<file path="src/rtl/ks_adder_pipe.sv">
// ks_adder_pipe: pipelined Kogge-Stone adder/subtractor.
// S0 registers the generate/propagate terms. Carry-in is folded into the bit-0
// generate term. Each following stage evaluates LPS prefix levels. The last
// stage also forms sum, cout, ovf and zero.
//
// Handshake: a beat moves on a rising edge when its valid is high and the
// receiver's ready is high. advance = !out_valid | out_ready. in_ready equals
// advance, combinationally. On advance every stage (bubbles included) shifts
// one place. Otherwise every register, data and tag included, holds.
module ks_adder_pipe #(
    parameter int N     = 16,
    parameter int LPS   = 2,
    parameter int TAG_W = 4
) (
    input  logic             clk,
    input  logic             rst_n,
    input  logic             in_valid,
    output logic             in_ready,
    input  logic [N-1:0]     a,
    input  logic [N-1:0]     b,
    input  logic             cin,
    input  logic             sub,
    input  logic [TAG_W-1:0] in_tag,
    output logic             out_valid,
    input  logic             out_ready,
    output logic [N-1:0]     sum,
    output logic             cout,
    output logic             ovf,
    output logic             zero,
    output logic [TAG_W-1:0] out_tag
);

    localparam int L  = $clog2(N);
    localparam int NS = (L + LPS - 1) / LPS;

    // Apply the prefix levels lo..hi (1-based) to a {G,P} vector pair.
    // Bits below the level distance pass through unchanged.
    function automatic logic [2*N-1:0] prefix_levels(
        input logic [N-1:0] gi,
        input logic [N-1:0] pi,
        input int           lo,
        input int           hi
    );
        logic [N-1:0] g, p, gn, pn;
        int           d;
        g = gi;
        p = pi;
        for (int s = 1; s <= L; s++) begin
            if (s >= lo && s <= hi) begin
                d  = 1 << (s - 1);
                gn = g;
                pn = p;
                for (int j = 0; j < N; j++) begin
                    if (j >= d) begin
                        gn[j] = g[j] | (p[j] & g[j-d]);
                        pn[j] = p[j] & p[j-d];
                    end
                end
                g = gn;
                p = pn;
            end
        end
        return {g, p};
    endfunction

    // Stage registers. Index k holds the state after k prefix stages.
    logic             r_v   [NS];
    logic [N-1:0]     r_g   [NS];
    logic [N-1:0]     r_p   [NS];
    logic [N-1:0]     r_po  [NS];
    logic             r_c0  [NS];
    logic [TAG_W-1:0] r_tag [NS];

    logic             r_out_valid;
    logic [N-1:0]     r_sum;
    logic             r_cout;
    logic             r_ovf;
    logic             r_zero;
    logic [TAG_W-1:0] r_out_tag;

    logic             w_advance;
    logic [N-1:0]     w_bx;
    logic             w_c0;
    logic [N-1:0]     w_g0;
    logic [N-1:0]     w_p0;
    logic [N-1:0]     w_g0f;
    logic [N-1:0]     w_gn  [NS];
    logic [N-1:0]     w_pn  [NS];
    logic [N-1:0]     w_gl;
    logic [N-1:0]     w_carry;
    logic [N-1:0]     w_sum;
    logic             w_cout;
    logic             w_ovf;
    logic             w_zero;

    assign w_advance = !r_out_valid || out_ready;
    assign in_ready  = w_advance;

    // Operand conditioning and bit-level generate/propagate.
    // Subtraction is A + ~B + 1. Carry-in becomes part of g0.
    always_comb begin
        w_bx  = sub ? ~b : b;
        w_c0  = sub | cin;
        w_g0  = a & w_bx;
        w_p0  = a ^ w_bx;
        w_g0f = w_g0;
        w_g0f[0] = w_g0[0] | (w_p0[0] & w_c0);
    end

    // Prefix stage k evaluates levels k*LPS+1 .. (k+1)*LPS.
    // The last stage may have fewer than LPS real levels.
    for (genvar k = 0; k < NS; k++) begin : g_stage
        assign {w_gn[k], w_pn[k]} = prefix_levels(r_g[k], r_p[k], k*LPS + 1, (k+1)*LPS);
    end

    // Sum and flags from the fully resolved group generates.
    always_comb begin
        w_gl    = w_gn[NS-1];
        w_carry = {w_gl[N-2:0], r_c0[NS-1]};
        w_sum   = r_po[NS-1] ^ w_carry;
        w_cout  = w_gl[N-1];
        w_ovf   = w_carry[N-1] ^ w_gl[N-1];
        w_zero  = ~|w_sum;
    end

    // Pipeline shift on advance. Reset discards everything in flight.
    always_ff @(posedge clk or negedge rst_n) begin
        if (!rst_n) begin
            for (int k = 0; k < NS; k++) begin
                r_v[k]   <= 1'b0;
                r_g[k]   <= '0;
                r_p[k]   <= '0;
                r_po[k]  <= '0;
                r_c0[k]  <= 1'b0;
                r_tag[k] <= '0;
            end
            r_out_valid <= 1'b0;
            r_sum       <= '0;
            r_cout      <= 1'b0;
            r_ovf       <= 1'b0;
            r_zero      <= 1'b0;
            r_out_tag   <= '0;
        end else if (w_advance) begin
            r_v[0]   <= in_valid;
            r_g[0]   <= w_g0f;
            r_p[0]   <= w_p0;
            r_po[0]  <= w_p0;
            r_c0[0]  <= w_c0;
            r_tag[0] <= in_tag;
            for (int k = 1; k < NS; k++) begin
                r_v[k]   <= r_v[k-1];
                r_g[k]   <= w_gn[k-1];
                r_p[k]   <= w_pn[k-1];
                r_po[k]  <= r_po[k-1];
                r_c0[k]  <= r_c0[k-1];
                r_tag[k] <= r_tag[k-1];
            end
            r_out_valid <= r_v[NS-1];
            r_sum       <= w_sum;
            r_cout      <= w_cout;
            r_ovf       <= w_ovf;
            r_zero      <= w_zero;
            r_out_tag   <= r_tag[NS-1];
        end
    end

    assign out_valid = r_out_valid;
    assign sum       = r_sum;
    assign cout      = r_cout;
    assign ovf       = r_ovf;
    assign zero      = r_zero;
    assign out_tag   = r_out_tag;

endmodule

</file>
<file path="config.mk">
export PLATFORM = sky130hd
export DESIGN_NAME = ks_adder_pipe
export DESIGN_NICKNAME = d
export VERILOG_FILES = /design/src/rtl/ks_adder_pipe.sv
export SDC_FILE = /design/constraint.sdc
export NUM_CORES = 1
export LEC_CHECK = 0
export ABC_CLOCK_PERIOD_IN_PS = 1600
export CORE_MARGIN = 8
export CORE_UTILIZATION = 30
export DETAILED_ROUTE_END_ITERATION = 12
export HOLD_SLACK_MARGIN = 0.06
export PLACE_DENSITY_LB_ADDON = 0.12
export SLEW_MARGIN = 20
export SYNTH_ARGS = -nofsm -noshare
export SYNTH_HDL_FRONTEND = slang
export SYNTH_SLANG_ARGS = --single-unit
</file>
<file path="constraint.sdc">
create_clock -name clk -period 1.6 [get_ports clk]
set_clock_uncertainty 0.1 [all_clocks]
set_input_delay 0.32 -clock clk [delete_from_list [all_inputs] [get_ports clk]]
set_output_delay 0.32 -clock clk [all_outputs]
set_load 0.02 [all_outputs]
</file>
* Yosys cells after proc, flatten, opt, wreduce, memory -nomap -nowiden
Cells that the tools add are included.
** Storage, ports and cells
- Register bits after elaboration :: 116
- Input port bits :: 42
- Output and inout bits :: 25
- Logic and storage cells :: 165
** Cells by class
- Multiplexer cells :: 1
- Bitwise logic cells :: 143
- Reductions and logical operators :: 4
** Operators with widths (number)
- AND 1 bit :: 87
- bitwise OR 1 bit :: 51
- XOR 16 bit :: 2
- AND 16 bit :: 1
- 2-to-1 mux 16 bit :: 1
- NOT 16 bit :: 1
- OR reduction 16 bit :: 1
- logical NOT 1 bit :: 2
- logical OR 1 bit :: 1
- XOR 1 bit :: 1

* Logic depth before layout (Yosys ltp)
Gate-level depths: netlist (run 1).
- Depth after elaboration :: 7
- Mapped depth :: 7
- Mapped depth without buffers :: 5

* Least setup slack after synthesis (run 1)
OpenSTA, ideal clock, no wires.
- Path kind :: reg2out
- Start point :: reg r_out_valid, in the netlist out_valid
- End point :: out in_ready
- Data arrival time :: 1.204 ns
- Data required time :: 1.180 ns
- Slack :: -0.024 ns
- Stages on the path, launching flop included :: 6
- Path buffers :: 3
- Cell sequence :: dfrtp_1 > nor2b_1 > buf_2 > inv_2 > buf_2 > buf_2
** On the way
- Longest elaborated chain between the ends :: 2
** Ends and longest elaborated chain
- from (decl) :: line 74 : logic r_out_valid;
- from (signal assigned) :: line 158 : r_out_valid <= r_v[NS-1];
- logical NOT 1 bit :: line 96 : assign w_advance = !r_out_valid || out_ready;
- logical OR 1 bit :: line 96
- to (decl) :: line 18 : output logic in_ready,
Every way passes these cells.

* Final worst setup path (run 1)
- Start point :: reg r_g[3] (netlist name)
- End point :: reg r_zero, in the netlist zero
** On the way
- Longest elaborated chain between the ends :: 5
- Elaborated cells between the ends (all ways) :: 7
- Those cells by class :: bitwise (5); reduce/logical (2)
** Ends and longest elaborated chain
- from (decl) :: line 68 : logic [N-1:0] r_g [NS];
- from (signal, indexed assignment) :: line 152 : r_g[k] <= w_gn[k-1];
- AND 1 bit :: line 55 : gn[j] = g[j] | (p[j] & g[j-d]);
- bitwise OR 1 bit :: line 55
- XOR 16 bit (*) :: line 120 : w_sum = r_po[NS-1] ^ w_carry;
- OR reduction 16 bit (*) :: line 123 : w_zero = ~|w_sum;
- logical NOT 1 bit (*) :: line 123
- to (signal assigned) :: line 162 : r_zero <= w_zero;
- to (decl) :: line 78 : logic r_zero;
Mark *: on every way between the ends. The rest lies on a longest branch, timed or not.
A chain may end at the register's enable or synchronous reset.

==> results of run 1 <==
## layer usage
metal / up-vias / part of all wire [%] / GRT usage [%]
met1: 1857 / 50 / 16.3
met4: 0 / 2.1 / 5.86
met5: - / 0 / 0
met2: 57 / 45 / 18.5
li1: 2068 / - / -
met3: 13 / 3.2 / 2.28
## what timing repair did
action                                  4_1_cts  5_1_grt
gates resized for setup                      45        8
endpoints found under the hold margin        23        0
buffers inserted                              6        0
hold buffers                                  1        0
endpoints found under the setup margin       27        4
pin swaps                                    11        5
## cell families after synthesis
kind of cell | Yosys count
xor gates and xnor gates | 27
AOI/OAI and AO/OA | 106
adders and majority gates | 16
and+or+nand+nor | 273
muxes | 1
DFF | 112
buffers and inverters | 37
## area by class of cell
| class | count | area share, % |
|---|---|---|
| Clock buffer | 10 | 3.50 |
| Timing Repair Buffer | 118 | 16.3 |
| Sequential cell | 112 | 41.1 |
| Multi-Input combinational cell | 423 | 33.8 |
| Tap cell | 225 | 4.12 |
| Inverter | 4 | 0.220 |
| Clock inverter | 4 | 1.03 |
## registers in the layout, indices dropped and copies added, names as in the netlist, 2 cells and up
register / cells
out_tag: 4
r_c0: 2
r_g: 32
r_p: 29
r_po: 15
r_tag: 8
r_v: 2
sum: 16
## layout by cell type (no fill, tap or decap), drive strengths merged, types with 2 or more instances in the layout
cell type,count
a211oi,4
a21bo,2
a21boi,4
a21o,26
a21oi,30
a31oi,3
a32o,2
and2,2
and3,2
buf,53
bufinv,2
clkbuf,10
clkdlybuf4s50,40
clkinv,2
dfrtp,112
dlygate4sd2,24
ha,16
inv,4
nand2,226
nand3,8
nand4,6
nor2,24
o21ai,29
o22ai,2
o31ai,4
xnor2,7
xor2,20
## power by group through the flow
stage	clock [mW]	combinational (mW)	sequential (mW)
2_1_floorplan	0	2.07	4.75
3_3_place_gp	0	4.35	4.56
3_5_place_dp	0	4.39	4.59
4_1_cts	2.48	4.46	4.58
5_1_grt	2.57	4.98	4.74
6_report	2.38	4.43	4.59
## path summary, 6_finish.rpt
check / end / start
worst max-delay path: zero$_DFFE_PN0P_ / r_g[3]$_DFFE_PN0P_
worst min-delay path: r_p[13]$_DFFE_PN0P_ / rst_n
worst max register to register: zero$_DFFE_PN0P_ / r_g[3]$_DFFE_PN0P_
worst min register to register: out_tag[0]$_DFFE_PN0P_ / out_tag[0]$_DFFE_PN0P_
max in group asynchronous: r_g[1]$_DFFE_PN0P_ / rst_n
min in group clk: out_tag[0]$_DFFE_PN0P_ / out_tag[0]$_DFFE_PN0P_
==> metrics.md, run 1 <==
| Metric | Value |
|---|---|
| Worst Tran Pin Value | 0.426 ns |
| Switching Share | 35.8% |
| Total grt overflow | 0 |
| Crit path depth | 5 |
| Die W | 147 um |
| CTS H-tree depth | 3 |
| Reg2reg setup slack | -0.009 ns |
| Worst hold slack | 0.353 ns |
| XOR/XNOR Fraction of Synth Area | 4.58% |
| Post-Syn Nets | 630 |
| RSZ-0062 raised after global routing | true |
| Multi-input logic area | 0.00231 sq mm |
| Critical Path Fanout Max | 4 |
| Slew Viols, Final | 0 |
| Ports | 67 |
| Total track usage | 12.1% |
| Row cnt | 48 |
| Power density cells | 1670 mW/mm^2 |
| Final ANT Viol Nets | 0 |
| Slew margin rel. | 71.6% |
| Synth area leaders | dfrtp_1, nand2_1, ha_1 |
| Critical Path AT | 1.81 ns |
| R2R depth | 5 |
| Sink Count | 112 |
| Core Footprint | 0.0171 sq mm |
| Setup TNS | -0.00880 ns |
| Sequential share of power | 40.3% |
| Vias in the first global route | 4121 |
| Async set-reset flop share out of synthesis | 100% |
| P_int | 7.33 mW |
| CTS tree | yes |
| Buf/Inv on CP | 0 |
| Commonest cells in the netlist | nand2_1, dfrtp_1, a21oi_1, o21ai_0, a21o_1 |
| Final setup margin | -0.00880 ns |
| Synthesis warning total | 0 |
| Sequential-to-total area share from yosys stat | 54.3% |
| Cell count after synthesis | 572 |
| Synthesized cell area | 0.00516 sq mm |
| Synth top area share | 54.3% |
| Worst-Skew Late Latency | 0.35 ns |
| Detailed Place HPWL | 9.17 mm |
| Final min period | 1.61 ns |
| Initial Utilization | 30.3% |
| Most area-hungry cell type in the Yosys netlist | dfrtp_1 |
| Final core utilization | 40.0% |
| Max Freq | 0.622 GHz |
| Final net count | 726 |
| Critical Path Start Type | flip-flop |
| Starting DRT DRC Count | 191 |
| Clk slew on worst S/H paths | 0.07 ns |
| Vias per Instance | 4.46 |
| Final Total Pwr | 11.4 mW |
| Fin crit share | 101% |
| Area Overhead vs Synth | 32.3% |
| Routed WL | 12.3 mm |
| Combinational Power Share | 38.9% |
| Failing checks | setup timing |
| Sequential cell area | 0.00281 sq mm |
| Clock Path Buffers | 2 |
| Gpl congestion | 0.792 |
| Max cap viols | 0 |
| Worst path max stage delay | 0.44 ns |
| Outcome | finished with violations |
| First-pass GRT wire length | 21.1 mm |
| Highest-delay cell along the critical path | dfrtp_1 |
| Maximum vdd ir drop | 595 uV |
| Clock power frac | 20.8% |
| Critical path endpoint category | flip-flop |
| Worst Hold Class | in -> async |
| Synth unique cells | 32 |
| # diodes | 0 |
| Placed Instance Area | 0.00639 sq mm |
| Share of layout cells above drive strength 1 | 14.2% |
| Final hold vios | 0 |
| Largest family of logic cells by synthesized area | simple AND/OR/NAND/NOR gates |
| FILL cells | 1789 |
| Design Area, Final | 0.00683 sq mm |
| Avg Cell Area, Syn | 9.02 sq um |
| Non-Filler Instances | 896 |
| CTS buffer count | 9 |
| Number of remaining DRC errors | 0 |
| Port Buffers | 66 |
| Most common cell in the netlist | nand2_1 |
| Post-synth EDFFs | 0 |
| Per-cell routed wire length | 13.7 um |
| Leakage power total | 3.40 nW |
| Final setup vio count | 1 |
| Via count | 3995 |
| Seq cells post-synth | 112 |
| Total die area | 0.0217 sq mm |
| CP Cell Sequence | nand3_1, a21oi_1, o22ai_1, nor4_2, a32o_2 |
| Die Ht | 147 um |
| Placed cell count | 875 |
| Critical Path RT | 1.80 ns |
| Synth Area in Compound Gates | 13.0% |
| Adder-cell share of the synthesized area | 3.88% |
| Post-Synth Simple-Gate Area | 20.9% |
| Synth Flop Type | dfrtp_1 |
| DP Worst Slack | -0.414 ns |
| Largest net degree at the start of global routing | 53 |
| Worst path top cell family by delay | compound AO/OA/AOI/OAI gates |
| Root buf cell | clkbuf_16 |
| Sw power | 4.08 mW |
| Kind of critical path | reg -> reg |
| Initial antenna violation count | 0 |
| Mux share of post-synthesis cell area | 0.218% |
| Total iterations of the first detailed-routing run | 4 |
(Power assumes the default switching activity.)
==> run 2: changes to the inputs <==
--- a/config.mk
+++ b/config.mk
@@ -8,6 +8,7 @@
 export ABC_CLOCK_PERIOD_IN_PS = 1600
 export CORE_MARGIN = 8
 export CORE_UTILIZATION = 30
+export CTS_BUF_LIST = sky130_fd_sc_hd__clkbuf_8 sky130_fd_sc_hd__clkbuf_16
 export DETAILED_ROUTE_END_ITERATION = 12
 export HOLD_SLACK_MARGIN = 0.06
 export PLACE_DENSITY_LB_ADDON = 0.12
==> results of run 2 <==
Same layout as run 1: the final DEF is identical, and so are final timing and power.
